--- config.mk ---
export PLATFORM = sky130hd
export DESIGN_NAME = mem_stage
export DESIGN_NICKNAME = d
export VERILOG_FILES = /design/src/rtl/mem_stage.sv
export SDC_FILE = /design/constraint.sdc
export NUM_CORES = 1
export LEC_CHECK = 0
export CORE_AREA = 2 2 398 400
export CTS_CLUSTER_SIZE = 25
export DETAILED_ROUTE_END_ITERATION = 10
export DIE_AREA = 0 0 400 402
export MAX_ROUTING_LAYER = met4
export PLACE_DENSITY = 0.41
export RECOVER_POWER = 100
export SLEW_MARGIN = 20
export SYNTH_ARGS = -nofsm -noshare
export SYNTH_HDL_FRONTEND = slang
export SYNTH_SLANG_ARGS = --single-unit
--- constraint.sdc ---
create_clock -name clk -period 2.15 [get_ports clk]
set_input_delay 0.215 -clock clk [delete_from_list [all_inputs] [get_ports clk]]
set_output_delay 0.215 -clock clk [all_outputs]
set_load 0.005 [all_outputs]
--- src/rtl/mem_stage.sv ---
`default_nettype none
// ============================================================================
//  Module      : mem_stage (with package rv32imc_types)
//  Description : RV32 memory-access stage. Issues byte-lane data-memory
//                requests once per instruction and registers the result
//                for writeback.
//  Revision    : 1.0  initial release
// ============================================================================

package rv32imc_types;

    // Load funct3 encodings
    localparam logic [2:0] F3_LB  = 3'b000;
    localparam logic [2:0] F3_LH  = 3'b001;
    localparam logic [2:0] F3_LW  = 3'b010;
    localparam logic [2:0] F3_LBU = 3'b100;
    localparam logic [2:0] F3_LHU = 3'b101;

    // Store funct3 encodings
    localparam logic [2:0] F3_SB  = 3'b000;
    localparam logic [2:0] F3_SH  = 3'b001;
    localparam logic [2:0] F3_SW  = 3'b010;

    typedef struct packed {
        logic       mem_read;
        logic       mem_write;
        logic [2:0] funct3;
    } mem_ctrl_t;

    typedef struct packed {
        logic       regf_we;
        logic [1:0] wb_sel;
    } wb_ctrl_t;

    typedef struct packed {
        logic        valid;
        logic [63:0] order;
        logic [31:0] insn;
        logic        trap;
        logic        halt;
        logic        intr;
        logic [1:0]  mode;
        logic [1:0]  ixl;
        logic [4:0]  rs1_addr;
        logic [4:0]  rs2_addr;
        logic [31:0] rs1_rdata;
        logic [31:0] rs2_rdata;
        logic [4:0]  rd_addr;
        logic [31:0] rd_wdata;
        logic [31:0] pc_rdata;
        logic [31:0] pc_wdata;
        logic [31:0] mem_addr;
        logic [3:0]  mem_rmask;
        logic [3:0]  mem_wmask;
        logic [31:0] mem_rdata;
        logic [31:0] mem_wdata;
    } rvfi_t;

    typedef struct packed {
        logic [31:0] alu_out;
        logic [31:0] rs2_rdata;
        logic [4:0]  rd_addr;
        mem_ctrl_t   mem_ctrl;
        wb_ctrl_t    wb_ctrl;
        rvfi_t       rvfi;
    } ex_stage_t;

    typedef struct packed {
        logic [31:0] alu_out;
        logic [31:0] rs2_rdata;
        logic [4:0]  rd_addr;
        mem_ctrl_t   mem_ctrl;
        wb_ctrl_t    wb_ctrl;
        rvfi_t       rvfi;
    } mem_stage_t;

endpackage

module mem_stage
    import rv32imc_types::*;
(
    input  logic        clk,
    input  logic        rst,
    input  logic        mem_stall,
    input  ex_stage_t   ex_stage_reg,
    output logic [31:0] dmem_addr,
    output logic [3:0]  dmem_rmask,
    output logic [3:0]  dmem_wmask,
    output logic [31:0] dmem_wdata,
    output logic        misaligned,
    output logic        fwd_regf_we,
    output logic [4:0]  fwd_rd_addr,
    output logic [31:0] fwd_data,
    output mem_stage_t  mem_stage_reg
);

    logic [1:0]  off;
    logic [2:0]  f3;
    logic        req_rd;
    logic        req_wr;

    logic [3:0]  ld_mask;
    logic        ld_mis;
    logic [3:0]  st_mask;
    logic        st_mis;
    logic [31:0] st_data;

    logic [3:0]  rmask_raw;
    logic [3:0]  wmask_raw;
    logic [31:0] wdata_raw;

    logic        issued_q;
    logic        issued_d;
    mem_stage_t  mem_stage_q;
    mem_stage_t  mem_stage_d;

    assign off    = ex_stage_reg.alu_out[1:0];
    assign f3     = ex_stage_reg.mem_ctrl.funct3;
    assign req_rd = ex_stage_reg.rvfi.valid & ex_stage_reg.mem_ctrl.mem_read;
    assign req_wr = ex_stage_reg.rvfi.valid & ex_stage_reg.mem_ctrl.mem_write;

    always_comb begin
        ld_mask = 4'b0000;
        ld_mis  = 1'b0;
        case (f3)
            F3_LB, F3_LBU: ld_mask = 4'b0001 << off;
            F3_LH, F3_LHU: begin
                ld_mask = 4'b0011 << {off[1], 1'b0};
                ld_mis  = off[0];
            end
            F3_LW: begin
                ld_mask = 4'b1111;
                ld_mis  = (off != 2'b00);
            end
            default: ld_mask = 4'b0000;
        endcase

        st_mask = 4'b0000;
        st_mis  = 1'b0;
        st_data = 32'h0000_0000;
        case (f3)
            F3_SB: begin
                st_mask = 4'b0001 << off;
                st_data = {24'h00_0000, ex_stage_reg.rs2_rdata[7:0]} << {off, 3'b000};
            end
            F3_SH: begin
                st_mask = 4'b0011 << {off[1], 1'b0};
                st_mis  = off[0];
                st_data = {16'h0000, ex_stage_reg.rs2_rdata[15:0]} << {off[1], 4'b0000};
            end
            F3_SW: begin
                st_mask = 4'b1111;
                st_mis  = (off != 2'b00);
                st_data = ex_stage_reg.rs2_rdata;
            end
            default: st_mask = 4'b0000;
        endcase
    end

    // A misaligned access suppresses both lanes, even if only one side faults.
    assign misaligned = (req_rd & ld_mis) | (req_wr & st_mis);
    assign rmask_raw  = (req_rd && !misaligned) ? ld_mask : 4'b0000;
    assign wmask_raw  = (req_wr && !misaligned) ? st_mask : 4'b0000;
    assign wdata_raw  = (wmask_raw != 4'b0000) ? st_data : 32'h0000_0000;

    assign dmem_addr  = {ex_stage_reg.alu_out[31:2], 2'b00};
    assign dmem_rmask = issued_q ? 4'b0000 : rmask_raw;
    assign dmem_wmask = issued_q ? 4'b0000 : wmask_raw;
    assign dmem_wdata = wdata_raw;

    // Remember that a stalled instruction already issued so it is not replayed.
    always_comb begin
        issued_d = issued_q;
        if (!mem_stall) begin
            issued_d = 1'b0;
        end else if ((dmem_rmask | dmem_wmask) != 4'b0000) begin
            issued_d = 1'b1;
        end
    end

    always_comb begin
        mem_stage_d = mem_stage_q;
        if (!mem_stall) begin
            mem_stage_d.alu_out        = ex_stage_reg.alu_out;
            mem_stage_d.rs2_rdata      = ex_stage_reg.rs2_rdata;
            mem_stage_d.rd_addr        = ex_stage_reg.rd_addr;
            mem_stage_d.mem_ctrl       = ex_stage_reg.mem_ctrl;
            mem_stage_d.wb_ctrl        = ex_stage_reg.wb_ctrl;
            mem_stage_d.rvfi           = ex_stage_reg.rvfi;
            // Record the unsuppressed request so the trace is stable across stalls.
            mem_stage_d.rvfi.mem_addr  = dmem_addr;
            mem_stage_d.rvfi.mem_rmask = rmask_raw;
            mem_stage_d.rvfi.mem_wmask = wmask_raw;
            mem_stage_d.rvfi.mem_wdata = wdata_raw;
        end
    end

    always_ff @(posedge clk) begin
        if (rst) begin
            issued_q    <= 1'b0;
            mem_stage_q <= '0;
        end else begin
            issued_q    <= issued_d;
            mem_stage_q <= mem_stage_d;
        end
    end

    assign mem_stage_reg = mem_stage_q;
    assign fwd_regf_we   = mem_stage_q.wb_ctrl.regf_we & mem_stage_q.rvfi.valid;
    assign fwd_rd_addr   = mem_stage_q.rd_addr;
    assign fwd_data      = mem_stage_q.alu_out;

endmodule

`default_nettype wire
==> results of run 1 <==
[Yosys cell counts (2+ instances only)]
cell type	count	area [sq um]
sky130_fd_sc_hd__a211oi_2	8	100
sky130_fd_sc_hd__buf_1	12	45.0
sky130_fd_sc_hd__buf_4	104	781
sky130_fd_sc_hd__inv_1	11	41.3
sky130_fd_sc_hd__mux2i_1	397	3970
sky130_fd_sc_hd__and2_1	2	12.5
sky130_fd_sc_hd__o32ai_1	8	70.1
sky130_fd_sc_hd__or3_1	11	68.8
sky130_fd_sc_hd__clkbuf_1	48	180
sky130_fd_sc_hd__a22oi_1	24	180
sky130_fd_sc_hd__dfxtp_1	429	8590
sky130_fd_sc_hd__nor3_1	4	20.0
sky130_fd_sc_hd__o21ai_0	7	35.0
sky130_fd_sc_hd__a21oi_1	13	65.1
sky130_fd_sc_hd__o22ai_1	8	50.1
sky130_fd_sc_hd__buf_2	43	215
sky130_fd_sc_hd__nor2_1	427	1600
sky130_fd_sc_hd__buf_6	6	67.6
sky130_fd_sc_hd__nand3_1	9	45.0
sky130_fd_sc_hd__nand2b_1	2	12.5
sky130_fd_sc_hd__nor2b_1	4	25.0
sky130_fd_sc_hd__nand2_1	42	158
sky130_fd_sc_hd__o21a_1	2	15.0
[worst max-delay path by stage]
stage / startpoint / endpoint / cells past startpoint
4_1_cts: ex_stage_reg[386] / dmem_wdata[6] / 12
3_3_place_gp: ex_stage_reg[387] / dmem_wdata[6] / 9
2_1_floorplan: ex_stage_reg[428] / dmem_wmask[0] / 7
3_5_place_dp: ex_stage_reg[387] / dmem_wdata[6] / 9
6_report: ex_stage_reg[388] / dmem_wmask[3] / 10
5_1_grt: ex_stage_reg[388] / dmem_wmask[3] / 10
[final cells by class]
class,count,area (sq um)
Tap cell,2072,2590
Sequential cell,429,8590
Timing Repair Buffer,1118,11000
Clock inverter,17,258
Clock buffer,84,1680
Fill cell,17400,126000
Inverter,11,41.3
Antenna cell,32,80.1
Multi-Input combinational cell,993,6790
[cells by family after synthesis]
kind of cell / synth area share
compound gates: 0.0357
flops: 0.517
other cells: 0.000226
mux: 0.239
simple gates: 0.127
buf+inv: 0.0804
[per-layer routing]
layer / global-route usage / part of all wire / wire (um)
met1: 0.132 / 0.38 / 38700
met4: 0.0270 / 0.018 / 1810
met5: - / 0 / 0
met2: 0.219 / 0.52 / 52200
met3: 0.0437 / 0.083 / 8400
[metrics by stage]
step / std cells / cell area [sq um]
3_3_place_gp: 4590 / 28800
3_5_place_dp: 4590 / 28800
4_1_cts: 4724 / 31100
5_1_grt: 4755 / 31000
2_1_floorplan: 1646 / 16600
6_report: 4756 / 31000
[repair_timing]
action | 4_1_cts | 5_1_grt
hold buffers | 2 | 0
buffers inserted | 27 | 3
pin swaps | 16 | 9
gates cloned | 4 | 0
gates resized for setup | 95 | 28
endpoints found under the hold margin | 41 | 0
setup endpoints to repair | 53 | 15
[tightest hold or removal path, cell delays in order]
cell	delay, ns
sky130_fd_sc_hd__buf_2	0.13
sky130_fd_sc_hd__buf_6	0.14
sky130_fd_sc_hd__buf_4	0.11
sky130_fd_sc_hd__mux2i_1	0.05
sky130_fd_sc_hd__nor2_1	0.07
[report_power, final]
group,internal (W),switching [W],total [W]
clock,0.00599,0.00404,0.0100
combinational,0.00199,0.00151,0.00349
sequential,0.00839,0.000286,0.00868
total,0.0164,0.00583,0.0222
==> impl.org, run 1 <==
** Status
- Status :: finished, final reports clean

** Worst setup path
- Largest delay contributor family on the critical path :: buffers and inverters
- Maximum net fanout on the critical path :: 6
- The worst register-to-register path ends at issued_q.
- Worst Path Arrival :: 1.89 ns
- Worst EP required :: 1.93 ns
- Startpoint of the worst register-to-register path :: issued_q
- Cell with the most instances on the worst path :: sky130_fd_sc_hd__buf_4
- For flop-to-flop paths, the worst setup slack is 0.75 ns.
- The critical path contains buffers and inverters numbering 6 combined.
- Cell chain of the critical path :: buf_4 -> or3b_4 -> o221ai_4 -> buf_4 -> buf_12 -> or2_4 -> buf_4 -> nor3_2 -> buf_4 -> buf_12
- For the worst flop-to-flop path, the logic depth is 7.
- Capturing element type of the critical path :: output pin
- Delay of the slowest cell on the worst path :: 0.42 ns
- Kind of critical path :: input pin to output pin
- The slowest stage of the critical path belongs to the cell sky130_fd_sc_hd__or3b_4.
- The worst setup path is launched from an input pin.

** Synthesis
- In this run the cell area of the synthesized design comes to 0.0166 sq mm.
- Post-synthesis async set-or-reset flop share :: 0
- Of the synthesized area, sequential elements account for 0.517.
- Each instance of the synthesized netlist takes up on average 10.1 sq um.
- Counting flops with a built-in enable in the synthesized netlist gives 0.
- For this run, the leading register cell type out of synthesis is sky130_fd_sc_hd__dfxtp_1.
- For this run, the number of Yosys warnings is 0.
- Synthesis produced a netlist whose cell count is 1643.
- Distinct cell type count after synthesis :: 45
- Synthesis inferred 429 register bits.

** Timing
- Across the routed clock network, the largest skew measured is 0 ns.
- Worst hold slack after final layout :: 0.101 ns
- Slew at the pin with the worst max-slew slack :: 1.19 ns
- Measured against its own limit, the worst slew margin works out to 0.204.
- Counting I/O delays and the setup requirement, the final critical path takes 2.10 ns.
- The number of pins exceeding their max-slew limit in the final report is 0.
- Number of hold violations in the final report :: 0
- Adding up every negative setup slack in the final design gives 0 ns.
- In the post-route analysis, the smallest setup slack over all paths is 0.0478 ns.
- Based on the critical path, the design can be clocked at up to 0.476 GHz.
- Setup repair after global routing missed its margin :: true
- Setup violations remaining at the end of the flow were counted as 0.
- Dividing the final minimum period by the clock period gives 0.978.

** Detailed routing
- After the first detailed-routing iteration, the DRC count stood at 512.
- In the routed layout, each cell is associated on average with a via count of 3.23.
- The count of nets left with antenna violations once routing finished came out at 0.
- Wires add up to 101 mm.
- Post-route DRC :: 0
- In the final routed layout, each cell accounts on average for 21.3 um.
- The first detailed-routing pass ran for 5 iterations.
- The detailed router placed 15.4k vias in this run.

** Clock tree
- H-tree depth :: 2
- CTS tree :: done
- Clock slew seen by the registers of the worst setup and hold paths :: 0.05 ns
- Buffers inserted during clock tree synthesis total 57.
- Clock tree root buffer cell :: sky130_fd_sc_hd__clkbuf_16
- Clock insertion delay at the later pin of the skew report :: 0.65 ns
- Clock Sinks :: 429
- Longest Clk Path Bufs :: 3

** Floorplanning
- Measured along the x axis, the die boundary spans 400 um.
- Area of the core region :: 0.157 sq mm
- Initial Utilization :: 0.106
- Site Rows :: 146
- 1034 I/O pins were placed.
- Area of the die :: 0.161 sq mm
- Vertical die dimension :: 402 um

** Layout
- The register with the most flip-flops in the layout has 391 of them.
- Share of post-route cells with drive strength above 1 :: 0.110
- Commonest cells after routing, fill and taps aside :: 482 x sky130_fd_sc_hd__clkdlybuf4s50_1, 426 x sky130_fd_sc_hd__dfxtp_1, 423 x sky130_fd_sc_hd__nor2_1, 419 x sky130_fd_sc_hd__dlygate4sd3_1, 397 x sky130_fd_sc_hd__mux2i_1
- Most common cell after layout, fill and taps aside :: sky130_fd_sc_hd__clkdlybuf4s50_1
- Total number of nets in the final design :: 3073
- Relative to the synthesized area, the layout overhead comes to 86.7%.
- Post-Route Utilization :: 0.197

** Pwr
- Pwr Density :: 716 mW/mm^2
- In this run the static leakage power is 13.5 nW.
- Worst-case vdd ir drop :: 0.585 mV
- Power after layout :: 0.0222 W

** Global routing
- Global-route usage over all layers :: 0.124
- Entering global routing, the biggest net connects 79 pins.
- The number of global-route vias before repair was 15.7k.
- The first global-routing pass estimated 134 mm of wire.
- Total congestion overflow :: 0
- Number of antenna violations at the first check in global routing :: 37

** Placed design
- Port Buf Inserts :: 957
- Summed over all nets, the half-perimeter wirelength after detailed placement is 81.3 mm.
- Timing analysis after detailed placement gives a worst setup slack of -0.609 ns.
- RePlAce Congestion :: 0.805

** Run
- The tool flagged a number of max-cap violations equal to 0.

** Min path
- The path class of the tightest hold or removal check is input pin to flip-flop.
- The startpoint identified for the worst hold timing path is ex_stage_reg[386].
- Worst hold path endpoint :: mem_stage_reg[386]
- Worst hold stages :: 5
Note: power is estimated with default switching activity, not from simulation.
==> run 2: changes to the inputs <==
--- a/config.mk
+++ b/config.mk
@@ -7,8 +7,8 @@
 export LEC_CHECK = 0
-export CORE_AREA = 2 2 398 400
+export CORE_AREA = 2 2 403 405
 export CTS_CLUSTER_SIZE = 25
 export DETAILED_ROUTE_END_ITERATION = 10
-export DIE_AREA = 0 0 400 402
+export DIE_AREA = 0 0 405 407
 export MAX_ROUTING_LAYER = met4
-export PLACE_DENSITY = 0.41
+export PLACE_DENSITY = 0.42
 export RECOVER_POWER = 100
==> constraint.sdc (replaced) <==
create_clock -name clk -period 1.84 [get_ports clk]
set_input_delay 0.276 -clock clk [delete_from_list [all_inputs] [get_ports clk]]
set_output_delay 0.276 -clock clk [all_outputs]
set_load 0.005 [all_outputs]
==> run 2 against run 1 <==
  * The flow now finishes with violations (DRC, setup timing)
  * Global-route usage decreased by 0.096 points
  * Power increased by 17%
  * Sequential cell count unchanged
  * Worst hold slack worse by 0.0023 ns
  * Sequential share of layout area down 0.41 points
==> impl.org, run 2 (synthesis results as in run 1) <==
** Timing
- Final setup violation count :: 106 (+106)
- In the finished design, the share of the clock period the worst path needs comes to 1.12.
- Number of hold violations in the final report :: 0 (unchanged)
- Worst clock skew :: 0 ns (unchanged)
- Final total negative setup slack :: -7.47 ns (-7.47 ns)
- The transition time at the pin with the least slew margin is 0.752 ns (-0.442 ns).
- Based on the critical path, the design can be clocked at up to 0.484 GHz.
- Post-route minimum period :: 2.06 ns
- Worst slew margin relative to its limit :: 0.499 (+0.295)
- The final worst setup slack was -0.224 ns (-0.272 ns).
- The number of pins exceeding their max-slew limit in the final report was 0 (unchanged).
- Setup repair after global routing could not meet its margin everywhere.

** Pwr
- Worst-case vdd ir drop :: 0.702 mV (+20%)
- The cell-internal power came to 0.0190 W (+16%).
- The combinational power share was 0.158 (about the same).
- The power dissipated by switching net loads was 0.00704 W (+21%).
- Sw Ratio :: 0.270 (+0.00762)
- The leakage power total is 14.6 nW (+7.6%).
- Fraction of power consumed by the clock network :: 0.454 (+0.002)
- Sequential share of power :: 0.388 (-0.003)
- Pwr Density :: 825 mW/mm^2 (+15%)

** Worst setup path
- STA classifies the critical path startpoint as an input pin.
- Startpoint of the worst register-to-register path :: issued_q
- The cell count of the worst reg-to-reg path came to 11 (+4).
- Maximum net fanout on the critical path :: 6 (unchanged)
- The critical path goes through buf_12 -> or3b_4 -> o221ai_4 -> or2_4 -> buf_12 -> buf_12 -> nor2_1 -> buf_2.
- In this design, the critical path's most frequently occurring cell is sky130_fd_sc_hd__buf_12.
- Kind of critical path :: input pin to output pin
- Delay of the slowest cell on the worst path :: 0.43 ns (about the same)
- The slack of the worst reg-to-reg path was 0.14 ns (-0.61 ns).
- Worst Path Arrival :: 1.79 ns (-0.10 ns)
- Capturing element type of the critical path :: output pin
- In this run the critical register-to-register path is captured at issued_q.
- Worst EP required :: 1.56 ns (-0.37 ns)
- Worst-path cell with the longest stage delay :: sky130_fd_sc_hd__or3b_4

** Layout
- Post-Route Utilization :: 0.197 (-0.000207)
- Total number of nets in the final design :: 3151 (+2.5%)
- Final instance area :: 0.0316 sq mm (+1.9%)
- The fraction of layout cells with a size suffix above 1 came to 0.173 (+0.0625).
- Relative to the synthesized area, the layout overhead comes to 90.1%.
- The library cell used most frequently in the layout, excluding fill and tap cells, is sky130_fd_sc_hd__dlygate4sd2_1.
- Largest register FFs :: 391 (unchanged)
- Commonest cells after routing, fill and taps aside :: 426 x sky130_fd_sc_hd__dlygate4sd2_1, 416 x sky130_fd_sc_hd__dfxtp_1, 408 x sky130_fd_sc_hd__clkdlybuf4s50_1, 406 x sky130_fd_sc_hd__nor2_1, 397 x sky130_fd_sc_hd__mux2i_1

** Floorplanning
- The horizontal extent of the die was 405 um (+1.3%).
- The die outline area was 0.165 sq mm (+2.5%).
- Site Rows :: 147 (+0.68%)
- Number of primary I/O pins :: 1034 (unchanged)
- Area of the core region :: 0.160 sq mm (+2.0%)
- The effective utilization at floorplan was 0.104 (-0.00204).
- Vertical die dimension :: 407 um (+1.2%)

** Placed design
- Area of placed instances :: 0.0291 sq mm (+0.97%)
- HPWL after detailed placement :: 83.1 mm (+2.2%)
- The number of buffers inserted by port buffering came to 957 (unchanged).
- The final RePlAce weighted congestion was 0.817 (+1.5%).

** Global routing
- Number of antenna violations at the first check in global routing :: 25 (-32%)
- Maximum number of pins on one net before global-route repair :: 75 (-5.1%)
- The remaining global-route overflow came to 0 (unchanged).
- Global-route usage over all layers :: 0.123 (-0.000957)
- First-pass GRT wire length :: 137 mm (+2.4%)
- Number of global-route vias before repair :: 16.1k (+3.0%)

** Detailed routing
- Routed via count :: 15.8k (+2.9%)
- Routed via count divided by cell count :: 3.21 (-0.49%)
- Initial DRC Count :: 514 (+0.39%)
- Remaining antenna violation count after routing :: 0 (unchanged)
- Avg WL per Cell :: 21.1 um (-0.53%)
- The overall routed net length came to 104 mm (+2.8%).
- The number of DRC violations after detailed routing is 6 (+6).
- The iteration count of the initial detailed-routing pass came to 10 (+5).

** Run
- Maximum Capacitance Violations :: 0 (unchanged)

** Min path
- In this run the most critical hold path is launched from ex_stage_reg[387].
- The path class of the tightest hold or removal check is input pin to flip-flop.
- The worst hold path terminates at mem_stage_reg[387].
- The cell depth of the worst min-delay path came to 5 (unchanged).

** Status
- The flow ran to the end, but the final reports show violations.
- Violations in the final reports :: DRC, setup timing

** Clock tree
- The number of sinks on the clock net came to 429 (unchanged).
- The clock transition time at the flip-flop clock pins of the worst setup and hold paths was 0.06 ns (about the same).
- The latest clock arrival within the worst-skew pair is 0.65 ns (about the same).
- The tree is rooted in a sky130_fd_sc_hd__clkbuf_16.
- TritonCTS built the clock tree.
- The number of clock buffers inserted by TritonCTS was 57 (unchanged).
- Longest Clk Path Bufs :: 3 (unchanged)
- The total number of H-tree levels is 2 (unchanged).
-- run 2: cell types whose count changed in the layout (fill, tap and decap cells not counted), sizes merged, moves of 11 or more --
cell	previous run	this run
clkdlybuf4s50	482	408
clkdlybuf4s25	1	23
dlygate4sd3	419	34
clkbuf	115	127
buf	140	258
dlygate4sd2	34	426
diode	32	21
-- run 2: repair_timing --
item / in CTS / in global routing
resized for setup: 827 / 102
pin swaps: 46 / 23
setup buffers: 73 / 12
hold buffers: 2 / 3
hold endpoints to repair: 25 / 3
gates cloned: 1 / 0
endpoints found under the setup margin: 492 / 66
-- run 2: how the worst max path moves through the flow --
stage / from / end / slack [ns] / cells past startpoint
floorplan: ex_stage_reg[428] / dmem_wmask[0] / 0.06 / 7
global placement: ex_stage_reg[387] / dmem_wdata[14] / -1.04 / 8
detailed placement: ex_stage_reg[387] / dmem_wdata[15] / -1.04 / 8
CTS: ex_stage_reg[388] / dmem_wdata[22] / -0.35 / 10
global route: issued_q / dmem_rmask[0] / -0.31 / 6
finish: ex_stage_reg[388] / dmem_wdata[12] / -0.22 / 8
-- run 2: power groups by stage --
stage / clock, W / sequential, W / combinational, W
after floorplan: 0 / 0.0103 / 0.00137
after global placement: 0 / 0.0104 / 0.00439
after detailed placement: 0 / 0.0104 / 0.00438
after CTS: 0.0123 / 0.0101 / 0.00426
after global routing: 0.0127 / 0.0102 / 0.00443
final: 0.0118 / 0.0101 / 0.00411
-- run 2: critical path: cells and delay by family --
kind / cells / cell delay (ns)
AOI/OAI and AO/OA: 1 / 0.26
and+or+nand+nor: 3 / 0.71
buffers and inverters: 4 / 0.52
-- run 2: per-stage QoR --
step	setup WS, ns	hold slack (ns)	instances	total power [W]
after CTS	-0.351	0.0138	4883	0.0267
after detailed placement	-1.04	0.454	4701	0.0148
final	-0.224	0.0984	4916	0.0260
after global placement	-1.04	0.449	4701	0.0148
after global routing	-0.310	0.0634	4914	0.0273
after floorplan	0.0628	0.420	1646	0.0117
-- run 2: routing by layer --
metal / global-route usage / vias up / wire (um)
met1: 0.137 / 7553 / 41200
li1: - / 7543 / -
met2: 0.217 / 588 / 53300
met4: 0.0286 / 0 / 2530
met3: 0.0346 / 116 / 6950
met5: - / - / 0
-- run 2: area by class of cell --
cell class              instances  area, sq um
repair buffers               1197        11100
clock buffers                  85         1700
fillers                     17800       129000
flip-flops and latches        429         8620
diodes                         21         52.6
clock inverters                21          274
well taps                    2160         2700
multi-input cells             992         7060
inverters                      11         41.3
